**src/rtl/mc_proc_controller_if.sv**
```systemverilog
// Control bus between the multi-cycle controller and the datapath/memory side.
// The master modport is the controller; the slave modport is the datapath and memory.
interface mc_proc_controller_if #(
  parameter int unsigned STATE_W = 4
);
  logic [7:0]         opcode;
  logic               cond;
  logic               halt;
  logic               mem_ack;
  logic               mem_req;
  logic               mem_we;
  logic               addr_sel;
  logic               ir_write;
  logic               pc_write;
  logic [1:0]         pc_src;
  logic [7:0]         alu_control;
  logic               alusrc;
  logic               reg_write;
  logic               memto_reg;
  logic               jal;
  logic               retire;
  logic [STATE_W-1:0] state;

  modport master (
    input  opcode, cond, halt, mem_ack,
    output mem_req, mem_we, addr_sel, ir_write, pc_write, pc_src,
           alu_control, alusrc, reg_write, memto_reg, jal, retire, state
  );

  modport slave (
    output opcode, cond, halt, mem_ack,
    input  mem_req, mem_we, addr_sel, ir_write, pc_write, pc_src,
           alu_control, alusrc, reg_write, memto_reg, jal, retire, state
  );
endinterface

```
**src/rtl/mc_proc_controller.sv**
```systemverilog
// Multi-cycle processor control FSM: sequences fetch/decode/execute/memory/writeback
// over a shared datapath and a req/ack memory port, emitting per-state enables.
module mc_proc_controller #(
  parameter logic [7:0]  ALU_ADD = 8'h00,
  parameter int unsigned STATE_W = 4
) (
  input  logic                clk,
  input  logic                rst_n,
  mc_proc_controller_if.master bus
);

  typedef enum logic [3:0] {
    FETCH  = 4'd0,
    DECODE = 4'd1,
    EXEC   = 4'd2,
    ALUWB  = 4'd3,
    ADDR   = 4'd4,
    MEMRD  = 4'd5,
    LDWB   = 4'd6,
    MEMWR  = 4'd7,
    BR     = 4'd8,
    JMP    = 4'd9,
    HALTED = 4'd10
  } state_e;

  typedef enum logic [2:0] {
    C_ALUR, C_ALUI, C_LW, C_SW, C_BCOND, C_JAL
  } class_e;

  state_e state_q, state_d;
  class_e op_class;

  logic       mem_req, mem_we, addr_sel, ir_write, pc_write;
  logic [1:0] pc_src;
  logic [7:0] alu_control;
  logic       alusrc, reg_write, memto_reg, jal, retire;

  always_comb begin
    if (bus.opcode[4] && bus.opcode[5])      op_class = C_JAL;
    else if (bus.opcode[4] && bus.opcode[6]) op_class = C_SW;
    else if (bus.opcode[4])                  op_class = C_LW;
    else if (bus.opcode[7])                  op_class = C_ALUI;
    else if (bus.opcode[6])                  op_class = C_BCOND;
    else                                     op_class = C_ALUR;
  end

  always_ff @(posedge clk or negedge rst_n) begin
    if (!rst_n) state_q <= FETCH;
    else        state_q <= state_d;
  end

  always_comb begin
    state_d     = state_q;
    mem_req     = 1'b0;
    mem_we      = 1'b0;
    addr_sel    = 1'b0;
    ir_write    = 1'b0;
    pc_write    = 1'b0;
    pc_src      = 2'd0;
    alu_control = '0;
    alusrc      = 1'b0;
    reg_write   = 1'b0;
    memto_reg   = 1'b0;
    jal         = 1'b0;
    retire      = 1'b0;

    case (state_q)
      FETCH: begin
        if (bus.halt) begin
          state_d = HALTED;
        end else begin
          mem_req = 1'b1;
          if (bus.mem_ack) begin
            ir_write = 1'b1;
            pc_write = 1'b1;
            state_d  = DECODE;
          end
        end
      end
      HALTED: begin
        if (!bus.halt) state_d = FETCH;
      end
      DECODE: begin
        case (op_class)
          C_LW, C_SW: state_d = ADDR;
          C_BCOND:    state_d = BR;
          C_JAL:      state_d = JMP;
          default:    state_d = EXEC;
        endcase
      end
      EXEC: begin
        alu_control = bus.opcode;
        alusrc      = (op_class == C_ALUI);
        state_d     = ALUWB;
      end
      ALUWB: begin
        reg_write = 1'b1;
        alusrc    = (op_class == C_ALUI);
        retire    = 1'b1;
        state_d   = FETCH;
      end
      ADDR: begin
        alu_control = ALU_ADD;
        alusrc      = 1'b1;
        state_d     = (op_class == C_SW) ? MEMWR : MEMRD;
      end
      MEMRD: begin
        mem_req  = 1'b1;
        addr_sel = 1'b1;
        if (bus.mem_ack) state_d = LDWB;
      end
      LDWB: begin
        reg_write = 1'b1;
        memto_reg = 1'b1;
        retire    = 1'b1;
        state_d   = FETCH;
      end
      MEMWR: begin
        mem_req  = 1'b1;
        mem_we   = 1'b1;
        addr_sel = 1'b1;
        if (bus.mem_ack) begin
          retire  = 1'b1;
          state_d = FETCH;
        end
      end
      BR: begin
        alu_control = bus.opcode;
        pc_write    = bus.cond;
        pc_src      = 2'd1;
        retire      = 1'b1;
        state_d     = FETCH;
      end
      JMP: begin
        reg_write   = 1'b1;
        jal         = 1'b1;
        pc_write    = 1'b1;
        pc_src      = 2'd2;
        alusrc      = 1'b1;
        alu_control = bus.opcode;
        retire      = 1'b1;
        state_d     = FETCH;
      end
      default: state_d = FETCH;
    endcase

    // Reset gates outputs combinationally so mem_req and enables drop the moment rst_n falls.
    if (!rst_n) begin
      mem_req     = 1'b0;
      mem_we      = 1'b0;
      addr_sel    = 1'b0;
      ir_write    = 1'b0;
      pc_write    = 1'b0;
      pc_src      = 2'd0;
      alu_control = '0;
      alusrc      = 1'b0;
      reg_write   = 1'b0;
      memto_reg   = 1'b0;
      jal         = 1'b0;
      retire      = 1'b0;
    end
  end

  assign bus.mem_req     = mem_req;
  assign bus.mem_we      = mem_we;
  assign bus.addr_sel    = addr_sel;
  assign bus.ir_write    = ir_write;
  assign bus.pc_write    = pc_write;
  assign bus.pc_src      = pc_src;
  assign bus.alu_control = alu_control;
  assign bus.alusrc      = alusrc;
  assign bus.reg_write   = reg_write;
  assign bus.memto_reg   = memto_reg;
  assign bus.jal         = jal;
  assign bus.retire      = retire;
  assign bus.state       = STATE_W'(state_q);

endmodule

```
**src/flat_wrapper.sv**
```systemverilog
// flat-port wrapper written by rule: the top's interface ports become plain ports
module mc_proc_controller_flat 
#(
  parameter logic [7:0]  ALU_ADD = 8'h00,
  parameter int unsigned STATE_W = 4
)
  (clk, rst_n, bus_opcode, bus_cond, bus_halt, bus_mem_ack, bus_mem_req, bus_mem_we, bus_addr_sel, bus_ir_write, bus_pc_write, bus_pc_src, bus_alu_control, bus_alusrc, bus_reg_write, bus_memto_reg, bus_jal, bus_retire, bus_state);
  mc_proc_controller_if #(.STATE_W(STATE_W)) bus_i ();
  input  logic clk;
  input  logic rst_n;
  input wire logic [$bits(bus_i.opcode)-1:0] bus_opcode;
  input wire logic [$bits(bus_i.cond)-1:0] bus_cond;
  input wire logic [$bits(bus_i.halt)-1:0] bus_halt;
  input wire logic [$bits(bus_i.mem_ack)-1:0] bus_mem_ack;
  output wire logic [$bits(bus_i.mem_req)-1:0] bus_mem_req;
  output wire logic [$bits(bus_i.mem_we)-1:0] bus_mem_we;
  output wire logic [$bits(bus_i.addr_sel)-1:0] bus_addr_sel;
  output wire logic [$bits(bus_i.ir_write)-1:0] bus_ir_write;
  output wire logic [$bits(bus_i.pc_write)-1:0] bus_pc_write;
  output wire logic [$bits(bus_i.pc_src)-1:0] bus_pc_src;
  output wire logic [$bits(bus_i.alu_control)-1:0] bus_alu_control;
  output wire logic [$bits(bus_i.alusrc)-1:0] bus_alusrc;
  output wire logic [$bits(bus_i.reg_write)-1:0] bus_reg_write;
  output wire logic [$bits(bus_i.memto_reg)-1:0] bus_memto_reg;
  output wire logic [$bits(bus_i.jal)-1:0] bus_jal;
  output wire logic [$bits(bus_i.retire)-1:0] bus_retire;
  output wire logic [$bits(bus_i.state)-1:0] bus_state;
  assign bus_i.opcode = bus_opcode;
  assign bus_i.cond = bus_cond;
  assign bus_i.halt = bus_halt;
  assign bus_i.mem_ack = bus_mem_ack;
  assign bus_mem_req = bus_i.mem_req;
  assign bus_mem_we = bus_i.mem_we;
  assign bus_addr_sel = bus_i.addr_sel;
  assign bus_ir_write = bus_i.ir_write;
  assign bus_pc_write = bus_i.pc_write;
  assign bus_pc_src = bus_i.pc_src;
  assign bus_alu_control = bus_i.alu_control;
  assign bus_alusrc = bus_i.alusrc;
  assign bus_reg_write = bus_i.reg_write;
  assign bus_memto_reg = bus_i.memto_reg;
  assign bus_jal = bus_i.jal;
  assign bus_retire = bus_i.retire;
  assign bus_state = bus_i.state;
  mc_proc_controller #(.ALU_ADD(ALU_ADD), .STATE_W(STATE_W)) u_core (.clk(clk), .rst_n(rst_n), .bus(bus_i));
endmodule
```
**config.mk**
```make
export PLATFORM = sky130hd
export DESIGN_NAME = mc_proc_controller_flat
export DESIGN_NICKNAME = d
export VERILOG_FILES = /design/src/rtl/mc_proc_controller_if.sv /design/src/rtl/mc_proc_controller.sv /design/src/flat_wrapper.sv
export SDC_FILE = /design/constraint.sdc
export NUM_CORES = 1
export LEC_CHECK = 0
export CORE_ASPECT_RATIO = 1.2
export CORE_MARGIN = 2
export CORE_UTILIZATION = 36
export CTS_BUF_LIST = sky130_fd_sc_hd__clkbuf_16
export DETAILED_ROUTE_END_ITERATION = 16
export PLACE_DENSITY = 0.81
export SLEW_MARGIN = 0
export SYNTH_ARGS = -nofsm -noshare
export SYNTH_HDL_FRONTEND = slang
export SYNTH_SLANG_ARGS = --single-unit
```
**constraint.sdc**
```tcl
create_clock -name clk -period 1.5 [get_ports clk]
set_input_delay 0.225 -clock clk [delete_from_list [all_inputs] [get_ports clk]]
set_output_delay 0.225 -clock clk [all_outputs]
set_load 0.05 [all_outputs]
```
==> summary.txt, run 1 <==
Outcome
  • Outcome: aborted with a tool error
  • Last stage reached: 4_1_cts
  • First Err: [ERROR DPL-0038] Utilization greater than 100%, impossible to legalize

Die
  • Starting density of the core: 0.3750
  • Number of top-level pins: 37
  • Std-Cell Rows: 16
  • Die W: 41.29 um
  • Vertical die dimension: 48.74 um

Placement
  • Global placement routability congestion: between 0.8 and 0.9
  • Final HPWL DP: 2450 um
  • Post-DP Area: 1516 um^2
  • Count of input and output buffers: 36

Clock network
  • Cell at the root of the clock tree: sky130_fd_sc_hd__clkbuf_16
  • Hold-fix buffer count after cts: 0
  • Number of buffers on the longest clock path: 2
  • Number of clock sinks: 4
  • Max H-tree Level: 1
  • Cts repair resizes: 22
  • Number of CTS-inserted buffers: 3
  • Setup Buffers After CTS: 6

Synth
  • Combinational family with the most area after synthesis: simple AND/OR/NAND/NOR gates
  • Post-synth top area cell: sky130_fd_sc_hd__dfrtp_1
  • Ys Warns: 0
  • Average cell area after synthesis: 7.324 um^2
  • Post-synthesis register bit count: 4
  • Adder-cell share of the synthesized area: 0
  • Fraction of synthesized cell area taken by the top area cell type: 0.1667
  • Nets in the synthesized netlist: 95
  • Share of synthesized area spent on multiplexers: 0.06875
  • Sequential area share after synthesis: 0.1667
  • Count of flip-flops with a built-in enable after synthesis: 0
  • Share of the synthesized area in compound gates (AO/OA/AOI/OAI): 0.2250
  • Area share of and/or/nand/nor cells after synthesis: 0.4104
  • Ranking of synthesized cells by area: sky130_fd_sc_hd__dfrtp_1, sky130_fd_sc_hd__and2_1, sky130_fd_sc_hd__buf_4
  • Number of distinct library cells after synthesis: 34
  • Most instantiated flip-flop cell in the synthesis netlist: sky130_fd_sc_hd__dfrtp_1
  • Share of flip-flops with an asynchronous set or reset after synthesis: 1.000
  • Cells after Synth: 82
  • Area of the mapped netlist: 600.6 um^2
  • XOR/XNOR share of the synthesized area: 0.01458
-- cells in the mapped netlist (all sizes together), types with 2 or more instances --
| library cell | number |
|---|---|
| and2 | 8 |
| nor2 | 8 |
| buf | 7 |
| nor3 | 6 |
| nor2b | 5 |
| o21ai | 5 |
| and3 | 4 |
| dfrtp | 4 |
| inv | 4 |
| a21oi | 3 |
| mux2i | 3 |
| nand2 | 3 |
| a31oi | 2 |
| a32oi | 2 |
| nand3 | 2 |
| nor4 | 2 |
| o22ai | 2 |
-- through the flow --
step                TNS (ns)  setup slack (ns)  std cells    util
floorplan             -2.604           -0.2074         82       -
global placement      -2.321           -0.2468        153  0.9469
detailed placement    -3.553           -0.3553        153  0.9469
-- kinds of logic after synthesis --
kind of cell | after synthesis
xor+xnor | 1
flops | 4
buf+inv | 11
mux | 4
simple gates | 42
compound gates | 20
==> run 2: changes to the inputs <==
--- a/config.mk
+++ b/config.mk
@@ -5,12 +5,10 @@
 export SDC_FILE = /design/constraint.sdc
 export NUM_CORES = 1
 export LEC_CHECK = 0
-export CORE_ASPECT_RATIO = 1.2
-export CORE_MARGIN = 2
-export CORE_UTILIZATION = 36
-export CTS_BUF_LIST = sky130_fd_sc_hd__clkbuf_16
+export CORE_AREA = 2 2 63 65
 export DETAILED_ROUTE_END_ITERATION = 16
-export PLACE_DENSITY = 0.81
+export DIE_AREA = 0 0 65 67
+export PLACE_DENSITY_LB_ADDON = 0.15
 export SLEW_MARGIN = 0
 export SYNTH_ARGS = -nofsm -noshare
 export SYNTH_HDL_FRONTEND = slang
==> run 2 against run 1 <==
  * The flow now finishes, with violations (negative setup slack)
  * Synthesized cell count unchanged
  * Area after synthesis unchanged
==> summary.txt, run 2 <==
Outcome
  • Outcome: finished, violations left
  • Failing checks: negative setup slack

STA
  • Worst-Margin Slew: approximately 0.30 ns
  • RSZ-0062 raised after global routing: yes
  • Tightest slew margin relative to the limit: 0.7998
  • Worst hold slack: 0.09517 ns
  • Final hold violation count: 0
  • Finish-stage setup viols: 22
  • Fmax: around 570 MHz
  • Slack of the critical path: -0.2468 ns
  • Fin. max-slew vios: 0
  • Minimum clock period after layout: 1.747 ns
  • Fin crit share: 1.165
  • Max Clock Skew: around 0.0018 ns

Layout
  • Post-route standard cell area excluding fillers: 1854 um^2
  • Most frequent standard cell in the layout excluding fill and tap cells: sky130_fd_sc_hd__buf_4
  • NumNets Final: 170
  • Layout cells sized above 1: 0.7484
  • Diode insertion count for antenna repair: 0
  • Top library cells by usage in the layout, fill and taps aside: sky130_fd_sc_hd__buf_4, sky130_fd_sc_hd__buf_12, sky130_fd_sc_hd__clkdlybuf4s50_1
  • Synth-to-layout area growth: 208.8%
  • Flip-flop count of the largest register after layout: 4

Die
  • Overall die area: 4355 um^2
  • Vertical die dimension: 67 um (+37%)
  • Std-Cell Rows: 22 (+6)
  • Die W: 65 um (+57%)
  • Starting density of the core: 0.1666 (-0.2084)
  • Number of top-level pins: 37 (unchanged)
  • Area inside the core boundary: 3606 um^2

Synth
  • Sequential area share after synthesis: 0.1667 (unchanged)
  • Cells after Synth: 82 (unchanged)
  • Post-synth top area cell: sky130_fd_sc_hd__dfrtp_1
  • Number of distinct library cells after synthesis: 34 (unchanged)
  • Post-synthesis register bit count: 4 (unchanged)
  • Most instantiated flip-flop cell in the synthesis netlist: sky130_fd_sc_hd__dfrtp_1
  • Average cell area after synthesis: 7.324 um^2 (unchanged)
  • Fraction of synthesized cell area taken by the top area cell type: 0.1667 (unchanged)
  • Area of the mapped netlist: 600.6 um^2 (unchanged)
  • Top cell types by occurrence after synthesis: sky130_fd_sc_hd__and2_1, sky130_fd_sc_hd__nor2_1, sky130_fd_sc_hd__buf_4, sky130_fd_sc_hd__nor2b_1
  • Nets in the synthesized netlist: 95 (unchanged)
  • Ranking of synthesized cells by area: sky130_fd_sc_hd__dfrtp_1, sky130_fd_sc_hd__and2_1, sky130_fd_sc_hd__buf_4
  • Count of flip-flops with a built-in enable after synthesis: 0 (unchanged)
  • Share of flip-flops with an asynchronous set or reset after synthesis: 1.000 (unchanged)
  • Ys Warns: 0 (unchanged)

Placement
  • Global placement routability congestion: 0.7702 (-7.6%)
  • Post-DP Area: 1564 um^2 (+3.1%)
  • Final HPWL DP: 2035 um (-17%)
  • Count of input and output buffers: 36 (unchanged)

Drt
  • WL final: 2614 um
  • DR pass1 iterations: 4
  • Via count: 891
  • Post-detailed-route via-to-cell ratio: 4.389
  • Remaining design rule violation count: 0
  • Average wire per cell in the routed design: around 13 um
  • Detailed Route Iter0 Violations: 14
  • Number of nets with antenna violations after routing: 0

Global route
  • Largest net degree at the start of global routing: 10
  • Via count of the first global-routing pass: 939
  • Wire length of the first global-routing pass: 4319 um
  • Global route overflow: 0
  • Antenna violations before repair: 0
  • Global-route usage over all layers: 0.1239

Clock network
  • Hold-fix buffer count after cts: 0 (unchanged)
  • Max H-tree Level: 1 (unchanged)
  • Number of clock sinks: 4 (unchanged)
  • Number of buffers on the longest clock path: 2 (unchanged)
  • Clock edge transition at the registers on the reported setup and hold paths: 0.03 ns
  • Insertion delay of the later-clocked pin in the worst-skew pair: 0.22 ns
  • Number of CTS-inserted buffers: 3 (unchanged)
  • TritonCTS clock tree: yes
  • Cell at the root of the clock tree: sky130_fd_sc_hd__clkbuf_8

Pwr
  • Cell leakage power: 0.0007452 uW
  • Total power divided by cell area: 1681 nW/um^2
  • Sequential share of power: 0.083
  • IR Drop Worst-Case VDD: roughly 0.00056 V
  • Switching portion of total power: 0.4557
  • Clock group share of total power: 0.072
  • Combinational group share of total power: 0.845
  • Power, Total: ~3100 uW
  • Total net switching power: ~1400 uW
  • Internal power summed over all cells: between 1500 and 2000 uW

Critical path
  • Endpoint of the lowest-slack register-to-register path: u_core.bus.state[2]
  • Path depth of the worst reg2reg path: 7
  • Critical path class: input pin to output pin
  • Crit path capture type: output pin
  • Critical Path Fanout Max: 2
  • Crit path required time: 1.27 ns
  • Reg2reg start: u_core.bus.state[2]
  • Element type at the critical path start: input pin
  • Critical path data arrival time: 1.52 ns
  • Slack of the worst reg-to-reg path: -0.10 ns

Run
  • Max-capacitance violation count: 0

Hold path
  • Worst Hold Class: input pin to asynchronous set/reset pin
[run 2: cell counts after synthesis]
Identical to the previous run, type by type.
[run 2: timing repair]
item | in CTS | in global routing
buffers inserted | 10 | 4
gates resized for setup | 30 | 7
pin swaps | 6 | 3
endpoints found under the setup margin | 20 | 22
hold endpoints to repair | 0 | 0
[run 2: layout make-up]
type | instances | area (um^2)
fillers | 309 | 1752
well taps | 48 | 60.06
flip-flops and latches | 4 | 105.1
clock buffers | 3 | 41.29
repair buffers | 77 | 964.7
multi-input cells | 67 | 668.1
inverters | 4 | 15.01
[run 2: power by group through the flow]
stage / combinational (uW) / clock, uW / sequential, uW
after floorplan: 1090 / 0 / 346
after global placement: 2090 / 0 / 257
after detailed placement: 2110 / 0 / 257
after CTS: 2490 / 227 / 267
after global routing: 2760 / 230 / 265
final: 2630 / 224 / 258
[run 2: cell families (layout without fill, tap and decap cells)]
group	count (synthesis)	after routing	synth area share
xor gates and xnor gates	1	1	0.01459
AOI/OAI and AO/OA	20	20	0.2250
DFF	4	4	0.1667
muxes	4	4	0.06875
and+or+nand+nor	42	42	0.4104
buffers and inverters	11	84	0.1146
[run 2: through the flow]
step / utilization / cells / worst slack (ns) / TNS [ns]
final: 0.5142 / 203 / -0.2468 / -3.381
after global routing: 0.5142 / 203 / -0.2910 / -4.520
after CTS: 0.4979 / 199 / -0.2517 / -3.589
after detailed placement: 0.4337 / 186 / -0.2894 / -2.800
after global placement: 0.4337 / 186 / -0.2879 / -2.819
after floorplan: - / 82 / -0.2074 / -2.604
[run 2: layer usage]
| metal | GRT usage | wire, um | vias up |
|---|---|---|---|
| met5 | 0 | 0 | - |
| met4 | 0.03457 | 39 | 0 |
| met3 | 0.003378 | 72 | 4 |
| met2 | 0.2448 | 1467 | 20 |
| met1 | 0.1443 | 1034 | 422 |
| li1 | - | - | 445 |
[run 2: worst max-delay path, cell delays in order]
cell and delay (ns):
sky130_fd_sc_hd__clkdlybuf4s50_1 0.44, sky130_fd_sc_hd__nand2b_1 0.15, sky130_fd_sc_hd__mux2_2 0.27, sky130_fd_sc_hd__a31oi_2 0.23
sky130_fd_sc_hd__nor2_4 0.06, sky130_fd_sc_hd__buf_12 0.14
[run 2: how the worst max path moves through the flow]
stage,depth (start not counted),slack [ns],from,endpoint
after floorplan,5,-0.21,u_core.bus.state[0],bus_alu_control[0]
after CTS,6,-0.25,bus_mem_ack,bus_retire
final,6,-0.25,bus_mem_ack,bus_retire
after global routing,6,-0.29,bus_mem_ack,bus_retire
after global placement,6,-0.29,bus_mem_ack,bus_retire
after detailed placement,6,-0.29,bus_mem_ack,bus_retire
Note: power is estimated with default switching activity, not from simulation.
